## src/rtl/mem_bus_arbiter_pkg.sv

```systemverilog
// Shared types for the IF/MEM external SRAM arbiter.
// State and owner codes plus the SRAM address mapping.
package mem_bus_arbiter_pkg;

  typedef enum logic [1:0] {
    IDLE   = 2'd0,
    ACCESS = 2'd1,
    ACK    = 2'd2
  } state_e;

  typedef enum logic {
    OWN_IF  = 1'b0,
    OWN_MEM = 1'b1
  } owner_e;

  function automatic logic [17:0] ram_word(input logic [15:0] a);
    return {2'b00, a};
  endfunction

endpackage

```

## src/rtl/mem_bus_arbiter.sv

```systemverilog
// Arbitrates the IF and MEM ports onto one 16-bit SRAM with
// fixed-length registered access sequences and one-cycle acks.
module mem_bus_arbiter
  import mem_bus_arbiter_pkg::*;
#(
  parameter int ACC_CYCLES     = 2,
  parameter int MAX_MEM_STREAK = 4
) (
  input  logic        clk,
  input  logic        rst,
  input  logic        if_req,
  input  logic [15:0] if_addr,
  output logic [15:0] if_rdata,
  output logic        if_ack,
  input  logic        mem_req,
  input  logic        mem_we,
  input  logic [15:0] mem_addr,
  input  logic [15:0] mem_wdata,
  output logic [15:0] mem_rdata,
  output logic        mem_ack,
  output logic [17:0] ram_addr,
  output logic [15:0] ram_dout,
  input  logic [15:0] ram_din,
  output logic        ram_dout_en,
  output logic        ram_ce_n,
  output logic        ram_oe_n,
  output logic        ram_we_n
);

  localparam int SW = $clog2(MAX_MEM_STREAK + 2);
  localparam logic [2:0] CNT_LAST = 3'(ACC_CYCLES - 1);
  localparam logic [SW-1:0] STREAK_MAX = SW'(MAX_MEM_STREAK);

  state_e        state_q, state_d;
  owner_e        owner_q, owner_d;
  logic          we_q, we_d;
  logic [2:0]    cnt_q, cnt_d;
  logic [SW-1:0] streak_q, streak_d;
  logic [17:0]   addr_q, addr_d;
  logic [15:0]   dout_q, dout_d;
  logic          dout_en_q, dout_en_d;
  logic          ce_n_q, ce_n_d;
  logic          oe_n_q, oe_n_d;
  logic          we_n_q, we_n_d;
  logic          if_ack_q, if_ack_d;
  logic          mem_ack_q, mem_ack_d;
  logic [15:0]   if_rdata_q, if_rdata_d;
  logic [15:0]   mem_rdata_q, mem_rdata_d;
  logic          mem_win;

  always_comb begin
    state_d     = state_q;
    owner_d     = owner_q;
    we_d        = we_q;
    cnt_d       = cnt_q;
    streak_d    = streak_q;
    addr_d      = addr_q;
    dout_d      = dout_q;
    dout_en_d   = dout_en_q;
    ce_n_d      = ce_n_q;
    oe_n_d      = oe_n_q;
    we_n_d      = we_n_q;
    if_ack_d    = 1'b0;
    mem_ack_d   = 1'b0;
    if_rdata_d  = if_rdata_q;
    mem_rdata_d = mem_rdata_q;
    mem_win     = 1'b0;
    case (state_q)
      IDLE: begin
        addr_d    = '0;
        dout_d    = '0;
        dout_en_d = 1'b0;
        ce_n_d    = 1'b1;
        oe_n_d    = 1'b1;
        we_n_d    = 1'b1;
        if (if_req || mem_req) begin
          // a starved IF port is forced through once the streak saturates
          mem_win   = mem_req && !(if_req && streak_q == STREAK_MAX);
          owner_d   = mem_win ? OWN_MEM : OWN_IF;
          we_d      = mem_win && mem_we;
          streak_d  = (mem_win && if_req) ? streak_q + SW'(1) : '0;
          addr_d    = ram_word(mem_win ? mem_addr : if_addr);
          dout_d    = (mem_win && mem_we) ? mem_wdata : '0;
          dout_en_d = mem_win && mem_we;
          ce_n_d    = 1'b0;
          oe_n_d    = mem_win && mem_we;
          cnt_d     = '0;
          state_d   = ACCESS;
        end
      end
      ACCESS: begin
        if (cnt_q == CNT_LAST) begin
          state_d   = ACK;
          ce_n_d    = 1'b1;
          oe_n_d    = 1'b1;
          we_n_d    = 1'b1;
          if_ack_d  = (owner_q == OWN_IF);
          mem_ack_d = (owner_q == OWN_MEM);
          if (!we_q) begin
            if (owner_q == OWN_MEM) mem_rdata_d = ram_din;
            else                    if_rdata_d  = ram_din;
          end
        end else begin
          cnt_d  = cnt_q + 3'd1;
          we_n_d = !we_q;
        end
      end
      ACK: begin
        state_d   = IDLE;
        addr_d    = '0;
        dout_d    = '0;
        dout_en_d = 1'b0;
      end
      default: state_d = IDLE;
    endcase
  end

  always_ff @(posedge clk) begin
    if (rst) begin
      state_q     <= IDLE;
      owner_q     <= OWN_IF;
      we_q        <= 1'b0;
      cnt_q       <= '0;
      streak_q    <= '0;
      addr_q      <= '0;
      dout_q      <= '0;
      dout_en_q   <= 1'b0;
      ce_n_q      <= 1'b1;
      oe_n_q      <= 1'b1;
      we_n_q      <= 1'b1;
      if_ack_q    <= 1'b0;
      mem_ack_q   <= 1'b0;
      if_rdata_q  <= '0;
      mem_rdata_q <= '0;
    end else begin
      state_q     <= state_d;
      owner_q     <= owner_d;
      we_q        <= we_d;
      cnt_q       <= cnt_d;
      streak_q    <= streak_d;
      addr_q      <= addr_d;
      dout_q      <= dout_d;
      dout_en_q   <= dout_en_d;
      ce_n_q      <= ce_n_d;
      oe_n_q      <= oe_n_d;
      we_n_q      <= we_n_d;
      if_ack_q    <= if_ack_d;
      mem_ack_q   <= mem_ack_d;
      if_rdata_q  <= if_rdata_d;
      mem_rdata_q <= mem_rdata_d;
    end
  end

  assign ram_addr    = addr_q;
  assign ram_dout    = dout_q;
  assign ram_dout_en = dout_en_q;
  assign ram_ce_n    = ce_n_q;
  assign ram_oe_n    = oe_n_q;
  assign ram_we_n    = we_n_q;
  assign if_ack      = if_ack_q;
  assign mem_ack     = mem_ack_q;
  assign if_rdata    = if_rdata_q;
  assign mem_rdata   = mem_rdata_q;

endmodule

```

## config.mk

```make
export PLATFORM = sky130hd
export DESIGN_NAME = mem_bus_arbiter
export DESIGN_NICKNAME = d
export VERILOG_FILES = /design/src/rtl/mem_bus_arbiter_pkg.sv /design/src/rtl/mem_bus_arbiter.sv
export SDC_FILE = /design/constraint.sdc
export NUM_CORES = 1
export LEC_CHECK = 0
export BUFFER_PORTS_ARGS = -buffer_cell sky130_fd_sc_hd__buf_4
export CORE_MARGIN = 2
export CORE_UTILIZATION = 35
export DETAILED_ROUTE_END_ITERATION = 16
export PLACE_DENSITY = 0.73
export SETUP_SLACK_MARGIN = 0.5
export SYNTH_ARGS = -nofsm -noshare
export SYNTH_HDL_FRONTEND = slang
export SYNTH_SLANG_ARGS = --single-unit
```

## constraint.sdc

```tcl
create_clock -name clk -period 2.3 [get_ports clk]
set_clock_uncertainty 0.2 [all_clocks]
set_input_delay 0.115 -clock clk [delete_from_list [all_inputs] [get_ports clk]]
set_output_delay 0.115 -clock clk [all_outputs]
set_load 0.01 [all_outputs]
```

==> results.ini, run 1 <==
[routing]
drc=0
wl_met1_mm=3.91
wl_per_cell_microns=14.1
ant_nets=0
dr_total_vias=3319
finalWirelength_mm=9.72
wl_met2_mm=5.10
route.met3.wl_microns=482
firstDrtPassIters=4
highest_layer=met4
via_per_inst=4.80
drt-initial-drc-count=95

[yosys]
postSynth.asyncResetShare=0
synthFlopType=dfxtp_1
yosys_warnings=0
ys_seq_area_frac=0.494
netlist_area_sq_um=3240
ys_seq_elements=80
avgSynthCellArea_sq_um=8.64
synth_cells=375
synth_cell_types=40
synth-edff-count=0

[timing]
layout_setup_ws_ns=0.557
rsz0062_at_grt=yes
maxSlewViolCount=0
layout_min_cycle_time_ns=1.74
hold_viol=0
final-setup-viol-count=0
fmax_mhz=574
setup_tns_ns=0
period_share=0.758

[critical_path]
r2r_cells=7
cpPeakStageDelay_ns=0.33
cp_cell_sequence=inv_1, ha_1, and2_4, a21o_1, buf_12, mux2i_4, o21ai_1
worstSetupStartpointType=flip-flop
r2r_start=streak_q[0]
rr_endpoint=ram_addr[3]
critPathTopFamily=compound AO/OA/AOI/OAI gates
path_max_fanout=16
cp-end-kind=flip-flop
worstPathArrival_ns=1.80
rrSetupSlack_ns=0.56
required_ns=2.36
cp_slowest_cell=dfxtp_2
critical_path_class=flip-flop to flip-flop
path_buf_inv=2
crit_cells=7

[placement]
placedCellCount=604
dp_hpwl_mm=6.00
port_buffers=138
gp_congestion=0.785
place_ws_ns=0.321

[power]
leakage_nw=2.24
p_sw_frac=0.246
powerDensity_nw_per_um2=591
p_switching_w=0.000771
pwr-share-clk=0.352
p_int_w=0.00236
power_frac_seq=0.474
vdd_drop_max_mv=0.514
combinationalPowerShare=0.174

[cts]
cts_root_buf=clkbuf_8
cts_buffer_depth=2
clk_pin_slew_worst_paths_ns=0.08
cts_buffers=9
cts_tree=done
cts_num_sinks=80
clk_latency_ns=0.33
cts_htree_levels=3

[hold_path]
hold_start=ram_addr[12]
hold_depth=2
min_to=ram_addr[12]
hp-class=flip-flop to flip-flop

[layout]
final_net_count=648
drive_above_1_share=0.331
antenna_cells=0
area_growth_pct=63.5
final_cells=691
fill_cells=787

[grt]
grt_pass1_vias=3242
grt_max_degree=47
grt_usage=0.190
grt_pass1_wl_mm=15.3
grt_antenna_before_repair=0
grt-ovfl-total=0

[job]
maxCapViolations=0

[floorplan]
die-height_microns=100
ioPinCount=141
rows=35
dieArea_sq_um=10000
die_x_microns=100
core_sq_um=9110
start_util=0.356

[status]
status=completed

## synth_stat cells (all sizes together), types with 2 or more instances
cell	number	share of area
buf	16	0.036
and2	2	0.0039
a22oi	2	0.0046
or3b	14	0.038
o22ai	16	0.031
nand2	102	0.12
nor2b	4	0.0077
a21oi	38	0.059
mux2i	18	0.056
nor3	7	0.014
nand3b	2	0.0046
ha	4	0.015
nand3	3	0.0046
o21ai	20	0.032
nand2b	3	0.0058
or3	3	0.0058
dfxtp	80	0.49
nor2	9	0.013
inv	6	0.0069
clkbuf	14	0.017
## layout by cell type, fill, tap and decap left out, drive strengths merged, types with 2 or more instances in the layout
cell           n
clkbuf        11
dlygate4sd3   68
conb           2
or3b          14
mux2i         18
inv            6
nor2b          4
clkinv         2
nand2        102
a22oi          2
a21oi         38
nor2           9
nand3b         2
o21ai         20
ha             4
nand3          3
bufinv         2
nor3           7
dfxtp         80
or3            4
o22ai         16
and2           2
nand2b         3
buf          149
## state kept, by name (all words and copies together), names as in the netlist
register     flops
ram_oe_n         1
if_ack           1
ram_dout_en      1
mem_ack          1
ram_dout        16
ram_we_n         1
if_rdata        16
we_q             1
state_q          2
ram_ce_n         1
cnt_q            3
ram_addr        16
streak_q         3
owner_q          1
mem_rdata       16
## cell type report
type | count | area [sq um] | share of cell area
timing repair buffer | 217 | 1820 | 0.344
multi-input combinational | 261 | 1500 | 0.282
clock buffer | 11 | 131 | 0.0248
tap | 111 | 139 | 0.0262
inverter | 6 | 22.5 | 0.00425
clock inverter | 5 | 81.3 | 0.0153
sequential | 80 | 1610 | 0.303
## cell families after synthesis
group,synth area share
multiplexers,0.0556
other,0.00116
AND/OR/NAND/NOR,0.234
flip-flops,0.494
adder cells (fa/ha/maj),0.0154
buffers and inverters,0.0598
AO/OA/AOI/OAI,0.140
## metrics by stage
| stage | util | cell area (sq um) | total power [W] | hold WS (ns) |
|---|---|---|---|---|
| 2_1_floorplan | - | 3250 | 0.00173 | 0.0510 |
| 3_3_place_gp | 0.474 | 4320 | 0.00193 | 0.178 |
| 3_5_place_dp | 0.474 | 4320 | 0.00194 | 0.183 |
| 4_1_cts | 0.577 | 5250 | 0.00315 | 0.252 |
| 5_1_grt | 0.582 | 5300 | 0.00327 | 0.266 |
| 6_report | 0.582 | 5300 | 0.00313 | 0.250 |
## power groups by stage
stage	Sequential [W]	Clock (W)	Combinational (W)
floorplan	0.00153	0	0.000203
global placement	0.00151	0	0.000412
detailed placement	0.00152	0	0.000424
CTS	0.00148	0.00114	0.000525
global route	0.00149	0.00118	0.000590
finish	0.00149	0.00110	0.000546
## tightest hold or removal path: cells and delay by family (launching register included)
family	cells	cell delay (ns)
and+or+nand+nor	1	0.05
DFF	1	0.31
AOI/OAI and AO/OA	1	0.05
## how the worst max path moves through the flow
| stage | from | to | slack, ns |
|---|---|---|---|
| 3_3_place_gp | cnt_q[0] | if_rdata[15] | 0.40 |
| 5_1_grt | cnt_q[0] | if_rdata[7] | 0.49 |
| 3_5_place_dp | streak_q[0] | ram_dout[13] | 0.32 |
| 2_1_floorplan | cnt_q[0] | if_rdata[10] | 0.53 |
| 4_1_cts | cnt_q[0] | if_rdata[7] | 0.49 |
| 6_report | streak_q[0] | ram_addr[3] | 0.56 |
## metal layers
metal,vias to the layer above,global-route usage
met1,1523,0.210
met3,21,0.0571
met4,0,0.0664
met2,107,0.343
met5,-,0
li1,1668,-
## timing repair
item | CTS | global route
hold buffers | 68 | 0
gates cloned | 0 | 1
buffers inserted | 2 | 0
resized for setup | 5 | 14
pin swaps | 2 | 0
setup endpoints to repair | 58 | 59
endpoints found under the hold margin | 69 | 0
No activity file was read; power rests on OpenSTA's default activity.
==> run 2: changes to the inputs <==
==> constraint.sdc (replaced) <==
create_clock -name clk -period 1.8 [get_ports clk]
set_clock_uncertainty 0.2 [all_clocks]
set_input_delay 0.09 -clock clk [delete_from_list [all_inputs] [get_ports clk]]
set_output_delay 0.09 -clock clk [all_outputs]
set_load 0.01 [all_outputs]
==> run 2 against run 1 <==
Hold slack got worse by 0.22 ns. Final area rose by 11%. Cell count rose by 2.9%. Die area did not move. Fmax rose by 2.1%. Non-clock buffer count rose by 20. Wire length rose by 9.0%. Combinational power rose by 55%. Sequential cell count did not move. Global-route usage fell by 0.11 points. Sequential share of layout area fell by 2.9 points. Sequential power rose by 28%.
==> results.ini, run 2 (synthesized netlist as in run 1, its figures left out) <==
[status]
status=completed

[floorplan]
start_util=0.356
dieArea_sq_um=10000
core_sq_um=9110
die-height_microns=100
rows=35
die_x_microns=100
ioPinCount=141

[grt]
grt-ovfl-total=0
grt_antenna_before_repair=0
grt_usage=0.188
grt_pass1_vias=3327
grt_pass1_wl_mm=15.2
grt_max_degree=56

[layout]
antenna_cells=0
drive_above_1_share=0.450
final_net_count=668
mostFrequentLayoutCells=buf_4, nand2_1, dfxtp_1
final_common_cell=buf_4
area_growth_pct=81.4

[routing]
ant_nets=0
via_per_inst=4.99
drc=0
wl_per_cell_microns=14.9
finalWirelength_mm=10.6
firstDrtPassIters=4
drt-initial-drc-count=103
dr_total_vias=3549

[timing]
layout_setup_ws_ns=0.0928
setup_tns_ns=0
final-setup-viol-count=0
hold_viol=0
rsz0062_at_grt=yes
fmax_mhz=586
maxSlewViolCount=0
maxSlewHeadroom=0.596
layout_min_cycle_time_ns=1.71
worst_pin_slew_ns=0.606
period_share=0.948

[placement]
gp_congestion=0.773
dp_hpwl_mm=5.88
port_buffers=138
place_ws_ns=-0.0304

[critical_path]
critical_path_class=flip-flop to flip-flop
crit_end=mem_rdata[9]
startpoint=cnt_q[1]
worstPathArrival_ns=1.77
cpPeakStageDelay_ns=0.33
worstSetupStartpointType=flip-flop
rrSetupSlack_ns=0.09
cp-end-kind=flip-flop
r2r_cells=7
path_max_fanout=8
crit_cells=7
critPathTopFamily=simple AND/OR/NAND/NOR gates
rr_endpoint=mem_rdata[9]
required_ns=1.86
cp_cell_sequence=inv_2, ha_4, and4bb_4, and3_4, clkbuf_16, nand2_1, a21oi_1
cp_slowest_cell=dfxtp_2
path_buf_inv=2
r2r_start=cnt_q[1]

[cts]
cts_htree_levels=3
clk_latency_ns=0.34
cts_buffer_depth=2
clk_pin_slew_worst_paths_ns=0.08
cts_num_sinks=80
cts_tree=done
cts_root_buf=clkbuf_8
cts_buffers=9

[power]
vdd_drop_max_mv=0.403
leakage_nw=2.46
powerDensity_nw_per_um2=695

[hold_path]
hp-class=input pin to flip-flop

[job]
maxCapViolations=0

## run 2: cell count changes in the layout (fill, tap and decap cells not counted), moves of 4 or more
cell     before  now
buf_4       147  152
o22ai_1      16   10
nand2_2       0    7
o21ai_1      12   16
o22ai_2       0    6
a21oi_2       1   13
nand2_4       0    6
buf_6         0   10
nand2_1     102   89
a21oi_1      37   24
o21ai_0       7    1
## run 2: area by class of cell
class	instances	area [sq um]
Timing Repair Buffer	237	2110
Sequential cell	80	1610
Inverter	6	22.5
Clock buffer	10	138
Fill cell	697	3230
Clock inverter	6	67.6
Multi-Input combinational cell	261	1800
Tap cell	111	139
## run 2: how the worst min path moves through the flow
stage                       start  cells after the start            to  slack [ns]
floorplan             ram_din[10]                      2  if_rdata[10]        0.03
global placement    mem_wdata[14]                      3  ram_dout[14]        0.15
detailed placement     ram_din[7]                      3   if_rdata[7]        0.16
CTS                        if_req                      4      ram_oe_n       -0.07
global route                  rst                      2      cnt_q[1]        0.05
finish                     if_req                      4   streak_q[2]        0.03
## run 2: stage by stage
stage	hold WS, ns	instances	utilization	area, sq um	power, W
2_1_floorplan	0.0260	376	-	3360	0.00224
3_3_place_gp	0.151	606	0.488	4450	0.00250
3_5_place_dp	0.156	606	0.488	4450	0.00251
4_1_cts	-0.0725	701	0.612	5580	0.00406
5_1_grt	0.0504	711	0.646	5880	0.00428
6_report	0.0327	711	0.646	5880	0.00409
## run 2: worst reg2reg max path, cell delays in order (launching register included)
cell	delay, ns
dfxtp_2	0.33
inv_2	0.06
ha_4	0.16
and4bb_4	0.27
and3_4	0.22
clkbuf_16	0.17
nand2_1	0.07
a21oi_1	0.14
## run 2: repair_timing
action | in CTS | in global routing
gates cloned | 2 | 3
endpoints found under the hold margin | 68 | 2
endpoints found under the setup margin | 78 | 78
gates resized for setup | 34 | 46
hold buffers | 66 | 1
buffers inserted | 11 | 6
pin swaps | 8 | 21
## run 2: routing by layer
layer	GRT usage	up-vias	share of wire	routed length [microns]
met1	0.209	1669	0.39	4150
met5	0	-	0	0
li1	-	1719	-	-
met2	0.342	131	0.52	5550
met3	0.0432	30	0.055	578
met4	0.0832	0	0.029	306
## run 2: where the power goes
part / switching (W) / total (W) / internal (W)
Clock: 0.000655 / 0.00134 / 0.000683
Combinational: 0.000362 / 0.000846 / 0.000483
Sequential: 0.0000607 / 0.00190 / 0.00184
Total: 0.00108 / 0.00409 / 0.00301
